## config.mk

```make
export PLATFORM = sky130hd
export DESIGN_NAME = uart_word_tx
export DESIGN_NICKNAME = d
export VERILOG_FILES = /design/src/rtl/uart_pkg.sv /design/src/rtl/uart_tx_byte.sv /design/src/rtl/uart_word_tx.sv
export SDC_FILE = /design/constraint.sdc
export NUM_CORES = 1
export LEC_CHECK = 0
export ABC_AREA = 1
export CORE_MARGIN = 2
export CORE_UTILIZATION = 45
export CTS_BUF_LIST = sky130_fd_sc_hd__clkbuf_2 sky130_fd_sc_hd__clkbuf_4 sky130_fd_sc_hd__clkbuf_8
export CTS_CLUSTER_DIAMETER = 40
export DETAILED_ROUTE_END_ITERATION = 8
export MAX_ROUTING_LAYER = met4
export PLACE_DENSITY = 0.75
export RECOVER_POWER = 50
export SLEW_MARGIN = 20
export SYNTH_ARGS = -nofsm -noshare
export SYNTH_HDL_FRONTEND = slang
export SYNTH_SLANG_ARGS = --single-unit
```

## constraint.sdc

```tcl
create_clock -name clk -period 2.14 [get_ports clk]
set_clock_uncertainty 0.2 [all_clocks]
set_input_delay 0.428 -clock clk [delete_from_list [all_inputs] [get_ports clk]]
set_output_delay 0.428 -clock clk [all_outputs]
set_load 0.03 [all_outputs]
```

## src/rtl/uart_pkg.sv

```systemverilog
// Shared definitions for the UART word transmitter slice.
package uart_pkg;

  // Serializer bit-phase states.
  typedef enum logic [1:0] {
    IDLE  = 2'd0,
    START = 2'd1,
    DATA  = 2'd2,
    STOP  = 2'd3
  } tx_state_t;

  localparam int unsigned BYTES_PER_WORD       = 4;
  localparam int unsigned DATA_BITS            = 8;
  localparam int unsigned CLKS_PER_BIT_DEFAULT = 234;  // 27 MHz / 115200

endpackage

```

## src/rtl/uart_tx_byte.sv

```systemverilog
// Single-byte 8N1 serializer. byte_done flags the last cycle of the stop
// bit so the caller can issue the next load with no idle gap on the line.
module uart_tx_byte
  import uart_pkg::*;
#(
  parameter int unsigned CLKS_PER_BIT = CLKS_PER_BIT_DEFAULT
) (
  input  logic       clk,
  input  logic       rst,
  input  logic [7:0] byte_in,
  input  logic       load,
  output logic       tx,
  output logic       byte_done
);

  localparam int unsigned CW = $clog2(CLKS_PER_BIT);

  tx_state_t         state, state_n;
  logic [CW-1:0]     cnt, cnt_n;
  logic [2:0]        bit_idx, bit_idx_n;
  logic [7:0]        sh, sh_n;
  logic              tx_n;
  logic              last_tick;

  assign last_tick = (cnt == CW'(CLKS_PER_BIT - 1));
  assign byte_done = (state == STOP) && last_tick;

  // State, counters and registered line output.
  always_ff @(posedge clk) begin
    if (rst) begin
      state   <= IDLE;
      cnt     <= '0;
      bit_idx <= '0;
      sh      <= '0;
      tx      <= 1'b1;
    end else begin
      state   <= state_n;
      cnt     <= cnt_n;
      bit_idx <= bit_idx_n;
      sh      <= sh_n;
      tx      <= tx_n;
    end
  end

  // Next-state logic; tx is computed from the next state so it is registered.
  always_comb begin
    state_n   = state;
    cnt_n     = cnt;
    bit_idx_n = bit_idx;
    sh_n      = sh;
    case (state)
      IDLE: begin
        if (load) begin
          state_n = START;
          cnt_n   = '0;
          sh_n    = byte_in;
        end
      end
      START: begin
        if (last_tick) begin
          state_n   = DATA;
          cnt_n     = '0;
          bit_idx_n = '0;
        end else begin
          cnt_n = cnt + CW'(1);
        end
      end
      DATA: begin
        if (last_tick) begin
          cnt_n = '0;
          sh_n  = sh >> 1;
          if (bit_idx == 3'(DATA_BITS - 1)) begin
            state_n = STOP;
          end else begin
            bit_idx_n = bit_idx + 3'd1;
          end
        end else begin
          cnt_n = cnt + CW'(1);
        end
      end
      STOP: begin
        if (last_tick) begin
          cnt_n = '0;
          if (load) begin
            state_n = START;
            sh_n    = byte_in;
          end else begin
            state_n = IDLE;
          end
        end else begin
          cnt_n = cnt + CW'(1);
        end
      end
      default: state_n = IDLE;
    endcase

    case (state_n)
      START:   tx_n = 1'b0;
      DATA:    tx_n = sh_n[0];
      default: tx_n = 1'b1;
    endcase
  end

endmodule

```

## src/rtl/uart_word_tx.sv

```systemverilog
// Sends a 32-bit word as four back-to-back 8N1 bytes, LSB byte first.
// Optional: UART_WORD_TX_AUTO_EN starts a word whenever data_in differs
// from the last word sent.
module uart_word_tx
  import uart_pkg::*;
#(
  parameter int unsigned CLKS_PER_BIT = CLKS_PER_BIT_DEFAULT
) (
  input  logic        clk,
  input  logic        rst,
  input  logic [31:0] data_in,
  input  logic        start,
  output logic        tx,
  output logic        busy,
  output logic        done
);

  logic [31:0] word_sr;
  logic [1:0]  byte_idx;
  logic        byte_done;
  logic        trigger, accept, chain, finish, last_byte, load;
  logic [7:0]  byte_in;

`ifdef UART_WORD_TX_AUTO_EN
  logic [31:0] last_word;

  // Remembers the most recently accepted word for change detection.
  always_ff @(posedge clk) begin
    if (rst) begin
      last_word <= '0;
    end else if (accept) begin
      last_word <= data_in;
    end
  end
`endif

  // Request decode and byte sequencing handshake with the serializer.
  always_comb begin
`ifdef UART_WORD_TX_AUTO_EN
    trigger = start || (data_in != last_word);
`else
    trigger = start;
`endif
    accept    = !busy && trigger;
    last_byte = (byte_idx == 2'(BYTES_PER_WORD - 1));
    chain     = busy && byte_done && !last_byte;
    finish    = busy && byte_done && last_byte;
    load      = accept || chain;
    // Byte 0 goes straight from data_in; later bytes come from the latch,
    // which holds only the bytes not yet handed to the serializer.
    byte_in   = accept ? data_in[7:0] : word_sr[7:0];
  end

  // Word latch, byte index and status flags.
  always_ff @(posedge clk) begin
    if (rst) begin
      word_sr  <= '0;
      byte_idx <= '0;
      busy     <= 1'b0;
      done     <= 1'b0;
    end else begin
      done <= 1'b0;
      if (accept) begin
        word_sr  <= {8'h00, data_in[31:8]};
        byte_idx <= '0;
        busy     <= 1'b1;
      end else if (chain) begin
        word_sr  <= word_sr >> 8;
        byte_idx <= byte_idx + 2'd1;
      end else if (finish) begin
        busy <= 1'b0;
        done <= 1'b1;
      end
    end
  end

  uart_tx_byte #(
    .CLKS_PER_BIT(CLKS_PER_BIT)
  ) u_byte (
    .clk      (clk),
    .rst      (rst),
    .byte_in  (byte_in),
    .load     (load),
    .tx       (tx),
    .byte_done(byte_done)
  );

endmodule

```

==> summary.md, run 1 <==
| Metric | Value |
|---|---|
| Pin count of the biggest net entering global routing | 35 |
| Critical-path cell list | inv_1 -> ha_1 -> inv_1 -> nor2_2 -> nand2_2 -> nand2_2 -> inv_2 -> nor2_2 -> nand2_1 -> a21oi_1 |
| Core area | between 5000 and 6000 um2 |
| Synth warn | 0 |
| Yosys cell types | 33 |
| Max VDD drop | 0.422 mV |
| Clock power frac | 0.348 |
| Utilization after layout | 0.592 |
| Reg2reg start | u_byte.cnt[1] |
| Fin. Hold Viols | 0 |
| Met1 Wirelength | around 2.5 mm |
| Overflow after GRT | 0 |
| Final worst-path cycle share | 0.928 |
| Cell Rows | 26 |
| Synth top area cells | dfxtp_1 42%, nand2_1 11%, a21oi_1 9.7% |
| Fin nets | 402 |
| Crit path from | u_byte.cnt[1] |
| Static leakage | around 1.1 nW |
| Register Area | ~1000 um2 |
| Hold Path Origin | word_sr[20] |
| Pre-CTS WS | 0.124 ns |
| Post-synth ARST share | 0 |
| Setup-failing EPs final | 0 |
| CTS Buf Count | 5 |
| Area after DPL | 2890 um2 |
| Die area | roughly 5900 um2 |
| Final Worst Setup Slack | 0.154 ns |
| Vias in the first global route | 2,166 |
| Synthesized area | 2380 um2 |
| EDFF count, synth | 0 |
| Root Buffer | clkbuf_8 |
| CTS tree | done |
| CP Class | reg -> reg |
| Layout cells sized above 1 | 0.127 |
| Drt first pass iters | 6 |
| Placed cells | around 430 |
| Max-slew headroom | 0.746 |
| Area delta synth->final | 26.8% |
| Seq pwr share | 0.507 |
| RSZ-0062 raised after global routing | true |
| Hold_ws | 0.264 ns |
| Area of the multi-input gates | 1230 um2 |
| Comb power frac | 0.145 |
| Clock Sinks | 50 |
| Synthesis-stage register bit count | 50 |
| CP Data Required Time | between 2 and 2.5 ns |
| Max Clock Freq | about 500 MHz |
| Die Span X | 76.8 um |
| Worst Tran Pin Value | ~0.38 ns |
| First-pass GRT wire length | 9.50 mm |
| Iteration-0 DRC Markers | approximately 200 |
| H-tree Lvls | 2 |
| Synth top cells by count | 70 x nand2_1, 50 x dfxtp_1, 46 x a21oi_1 |
| Most used DFF post-synth | dfxtp_1 |
| Min Tclk post-route | 1.99 ns |
| Routed wire length | 5.40 mm |
| WP buf/inv | 3 |
| Sequential area share after synthesis | 0.420 |
| Sw Share | 0.255 |
| Hold Path Class | reg -> reg |
| Max_cap viols | 0 |
| Area leader, netlist | dfxtp_1 |
| Final HPWL DP | 3.91 mm |
| Total track usage | 0.201 |
| Design area | 3020 um2 |
| Mapped Cells | 320 |
| Psw | 505 uW |
| Total power draw | 1.98 mW |
| Power Dens Cells | 655 nW/um2 |
| Number of port buffers | 37 |
| Filler cells | 482 |
| Outcome | finished, final reports clean |
| Final Slew Violations | 0 |
| CP peak stage delay | 0.34 ns |
| Initial antenna violation count | 0 |
| P_int | 1.48 mW |
| Final ANT Viol Nets | 0 |
| Syn_area_per_cell | 7.45 um2 |
| Synth Net Count | 360 |
| Vias/cell | 5.25 |
| Die Ht | 76.8 um |
| WL/cell | 12.5 um |
| Synth top area share | 0.420 |
| CP Capture Type | register |
| Total negative slack | 0 ns |
| Worst EP arrival | ~2 ns |
| Top Metal Used | met4 |
| Io pins | 38 |
| Worst-path maximum fanout | 8 |
| CTS clk-pin slew, worst paths | approximately 0.10 ns |
| Met3 wire length | ~290 um |
| Count leader, synth | nand2_1 |
| Via count | 2,274 |
| Non-filler instance count after layout | around 430 |
| DRC errors left | 0 |
| Longest Clk Path Bufs | 2 |
| Met2 WL | 2.55 mm |
| ANT cells | 0 |
| CP top delay family | simple AND/OR/NAND/NOR gates |
| # Post-CTS Setup Buffers | 0 |
| GP Congestion | about 0.84 |
| Critical path startpoint category | register |
| Worst-Skew Late Latency | 0.30 ns |
| CP max-delay cell | dfxtp_1 |
| Initial core utilization | 0.467 |
layout make-up:
class	instances	share of cell area
multi-input cells	229	0.408
flip-flops and latches	50	0.331
repair buffers	44	0.152
inverters	32	0.0410
well taps	70	0.0290
clock buffers	5	0.0228
clock inverters	3	0.0161
final timing paths:
kind	slack [ns]	cells after the start	endpoint
worst max-delay path	0.15	10	u_byte.sh[1]
worst min-delay path	0.26	2	word_sr[20]
worst max register to register	0.15	10	u_byte.sh[1]
worst min register to register	0.26	2	word_sr[20]
worst register-to-register path, stage by stage (launching register included):
cell     delay [ns]
dfxtp_1        0.34
inv_1          0.09
ha_1           0.15
inv_1          0.06
nor2_2         0.19
nand2_2        0.15
nand2_2        0.13
inv_2          0.09
nor2_2         0.23
nand2_1        0.12
a21oi_1        0.16
timing repair:
| action | CTS | global route |
|---|---|---|
| setup endpoints to repair | 0 | 9 |
| resized for setup | 0 | 3 |
| hold buffers | 0 | 0 |
layout by cell type (no fill, tap or decap):
| cell | netlist | final |
|---|---|---|
| o211ai_1 | 2 | 2 |
| dfxtp_2 | 0 | 1 |
| nand4_4 | 1 | 1 |
| xnor2_1 | 1 | 1 |
| inv_1 | 25 | 25 |
| clkdlybuf4s50_1 | 0 | 37 |
| nor2_1 | 20 | 20 |
| a31oi_1 | 1 | 1 |
| inv_8 | 0 | 1 |
| nand3_1 | 9 | 9 |
| nor2_4 | 1 | 1 |
| a22oi_1 | 16 | 16 |
| nand2_2 | 5 | 5 |
| nand2_4 | 1 | 1 |
| nand4_1 | 5 | 5 |
| mux2i_1 | 2 | 2 |
| dfxtp_1 | 50 | 49 |
| clkbuf_8 | 0 | 5 |
| nand2_1 | 70 | 70 |
| clkinvlp_4 | 0 | 2 |
| a221oi_1 | 2 | 2 |
| a21oi_2 | 1 | 1 |
| o21ai_0 | 17 | 17 |
| ha_1 | 5 | 5 |
| nor3_1 | 3 | 3 |
| a211oi_1 | 3 | 3 |
| or2_2 | 10 | 10 |
| o211a_1 | 1 | 1 |
| o22ai_1 | 2 | 2 |
| bufinv_16 | 0 | 1 |
| a21oi_1 | 46 | 46 |
| nor4_4 | 0 | 1 |
| clkinv_1 | 2 | 1 |
| nor2_2 | 4 | 4 |
| buf_4 | 1 | 4 |
| inv_2 | 5 | 5 |
| buf_12 | 0 | 3 |
power by group through the flow:
stage	clock network (mW)	registers [mW]	logic (mW)
6_report	0.689	1.00	0.288
5_1_grt	0.750	1.01	0.321
3_5_place_dp	0	1.03	0.284
4_1_cts	0.709	1.00	0.286
2_1_floorplan	0	1.02	0.157
3_3_place_gp	0	1.02	0.280
cells by family (layout without fill, tap and decap cells):
| group | Yosys count | in the layout | share of synthesized area |
|---|---|---|---|
| AO/OA/AOI/OAI | 91 | 91 | 0.221 |
| XOR/XNOR | 1 | 1 | 0.00367 |
| adder cells (fa/ha/maj) | 5 | 5 | 0.0262 |
| buffers and inverters | 41 | 84 | 0.0672 |
| flip-flops | 50 | 50 | 0.420 |
| multiplexers | 2 | 2 | 0.00839 |
| AND/OR/NAND/NOR | 130 | 130 | 0.253 |
flip-flops by register name, summed over array words and instances, names as in the netlist:
register        count
done                1
u_byte.state        2
busy                1
u_byte.cnt          8
byte_idx            2
u_byte.bit_idx      3
u_byte.sh           8
word_sr            24
u_byte.tx           1
layer usage:
metal / global-route usage / up-vias
li1: - / 1167
met1: 0.263 / 1011
met2: 0.302 / 86
met3: 0.0447 / 10
met4: 0.0764 / 0
met5: - / -
Power figures use the tool's default switching activity.
==> run 2: changes to the inputs <==
--- a/config.mk
+++ b/config.mk
@@ -14,6 +14,7 @@
 export MAX_ROUTING_LAYER = met4
 export PLACE_DENSITY = 0.75
 export RECOVER_POWER = 50
+export SETUP_SLACK_MARGIN = 0.3
 export SLEW_MARGIN = 20
 export SYNTH_ARGS = -nofsm -noshare
 export SYNTH_HDL_FRONTEND = slang
==> run 2 against run 1 <==
Compared with the run above:
- power fell by 5.4%
- worst setup slack better by 0.077 ns
- highest routed layer unchanged
- sequential share of layout area down 0.86 points
- utilization up 2.0 points
==> summary.md, run 2 (synthesis gave the netlist of run 1 again) <==
| Metric | Value |
|---|---|
| Final HPWL DP | roughly 3.9 mm |
| Die Ht | 76.8 um |
| Iteration-0 DRC Markers | 126 |
| Total negative slack | 0 ns |
| Initial core utilization | 0.467 |
| Root Buffer | clkbuf_8 |
| Fin nets | approximately 410 |
| Hold Path Class | reg -> reg |
| Total power draw | 1.87 mW |
| DRC errors left | 0 |
| Worst-Skew Late Latency | 0.30 ns |
| Max reg flops | 24 |
| Commonest non-fill, non-tap cells in the layout | 68 x nand2_1, 46 x a21oi_1, 46 x dfxtp_1 |
| Static leakage | between 1 and 1.5 nW |
| CP Class | reg -> reg |
| Min Tclk post-route | 1.91 ns |
| Flop2flop setup slack | between 0.2 and 0.25 ns |
| Drt first pass iters | 7 |
| Max_cap viols | 0 |
| CP Data Required Time | about 2.1 ns |
| Pin count of the biggest net entering global routing | 35 |
| Power Dens Cells | ~600 nW/um2 |
| Worst EP arrival | between 1.5 and 2 ns |
| Max-slew headroom | 0.764 |
| FF-to-FF End | u_byte.sh[6] |
| CTS clk-pin slew, worst paths | approximately 0.1 ns |
| Max Clock Freq | 524 MHz |
| WL/cell | about 13 um |
| Utilization after layout | 0.612 |
| Most common cell after layout, fill and taps aside | nand2_1 |
| H-tree Lvls | 2 |
| Worst Tran Pin Value | 0.352 ns |
| Routed wire length | 5.75 mm |
| Max VDD drop | 0.358 mV |
| Final ANT Viol Nets | 0 |
| Min-Delay Path Depth | 2 |
| RSZ-0062 raised after global routing | true |
| Final Slew Violations | 0 |
| Fin. Hold Viols | 0 |
| ANT cells | 0 |
| Clock Sinks | 50 |
| Biggest register | word_sr |
| Hold path endpoint | word_sr[20] |
| Vias in the first global route | 2,154 |
| Layout cells sized above 1 | 0.176 |
| Largest registers | word_sr x24, u_byte.cnt x8, u_byte.sh x8 |
| Final worst-path cycle share | 0.892 |
| Worst-path maximum fanout | 8 |
| Via count | 2,331 |
| Hold Path Origin | word_sr[20] |
| Outcome | finished, final reports clean |
| Cell Rows | 26 |
| CTS tree | done |
| Core area | 5110 um2 |
| GP Congestion | 0.888 |
| Reg2reg path depth | 11 |
| Area delta synth->final | 31.0% |
| Die area | 5900 um2 |
| Total track usage | 0.203 |
| Overflow after GRT | 0 |
| Number of port buffers | 37 |
| Initial antenna violation count | 0 |
| CP Capture Type | register |
| CTS Buf Count | 5 |
| Setup-failing EPs final | 0 |
| Hold buffers post-CTS | 0 |
| Reg2reg start | u_byte.cnt[1] |
| Io pins | 38 |
| Critical path startpoint category | register |
| Die Span X | approximately 77 um |
| Vias/cell | 5.31 |
| First-pass GRT wire length | 9.49 mm |
| Longest Clk Path Bufs | 2 |
[run 2: cell count changes in the layout (fill, tap and decap cells not counted), sizes merged]
cell | previous run | this run
dlygate4sd2 | 0 | 3
inv | 31 | 30
bufinv | 1 | 0
clkinv | 1 | 4
clkbuf | 5 | 6
buf | 7 | 12
clkdlybuf4s50 | 37 | 34
nand2 | 76 | 77
clkinvlp | 2 | 0
[run 2: routing by layer]
layer	global-route usage	share of wire
met4	0.0655	0.013
met1	0.255	0.46
met3	0.0471	0.045
met5	-	0
met2	0.322	0.49
[run 2: how the worst max path moves through the flow]
| stage | slack [ns] | endpoint | startpoint |
|---|---|---|---|
| floorplan | 0.42 | word_sr[10] | busy |
| global placement | 0.11 | u_byte.tx | start |
| detailed placement | 0.07 | u_byte.tx | start |
| CTS | 0.30 | u_byte.sh[3] | u_byte.cnt[1] |
| global route | 0.12 | u_byte.sh[6] | u_byte.cnt[1] |
| finish | 0.23 | u_byte.sh[6] | u_byte.cnt[1] |
[run 2: timing repair]
item,4_1_cts,5_1_grt
endpoints found under the setup margin,36,43
resized for setup,13,24
pin swaps,5,8
gates cloned,1,0
setup buffers,3,2
[run 2: cell type report]
type,instances,area (um2)
fillers,476,1980
multi-input cells,230,1320
flip-flops and latches,50,1010
repair buffers,49,494
inverters,32,129
well taps,70,87.6
clock buffers,6,76.3
clock inverters,2,13.8
[run 2: critical path: stages, from the launching register on]
cell and delay, ns:
dfxtp_2 0.34, inv_2 0.07, ha_4 0.14, inv_4 0.05
nor2_4 0.14, nand2_1 0.22, nand2_2 0.18, nand2_4 0.11
inv_4 0.10, nand2_1 0.08, o211ai_1 0.10, a21oi_1 0.08
[run 2: where the power goes]
group	switching, mW	leakage, nW	internal (mW)
sequential	0.0285	0.411	0.977
clock	0.323	0.0486	0.244
combinational	0.153	0.718	0.148
total	0.505	1.18	1.37
[run 2: stage by stage]
step	hold WS (ns)	worst slack (ns)	std cells	area, um2
5_1_grt	0.286	0.121	439	3120
6_report	0.262	0.231	439	3120
3_5_place_dp	0.250	0.0656	425	2890
3_3_place_gp	0.246	0.110	425	2890
4_1_cts	0.265	0.297	437	3050
2_1_floorplan	0.240	0.416	320	2390
==> run 3: changes to the inputs <==
--- a/config.mk
+++ b/config.mk
@@ -6,6 +6,7 @@
 export NUM_CORES = 1
 export LEC_CHECK = 0
 export ABC_AREA = 1
+export CAP_MARGIN = 20
 export CORE_MARGIN = 2
 export CORE_UTILIZATION = 45
 export CTS_BUF_LIST = sky130_fd_sc_hd__clkbuf_2 sky130_fd_sc_hd__clkbuf_4 sky130_fd_sc_hd__clkbuf_8
==> results of run 3 <==
Final layout, timing and power as in run 2 (identical DEF).
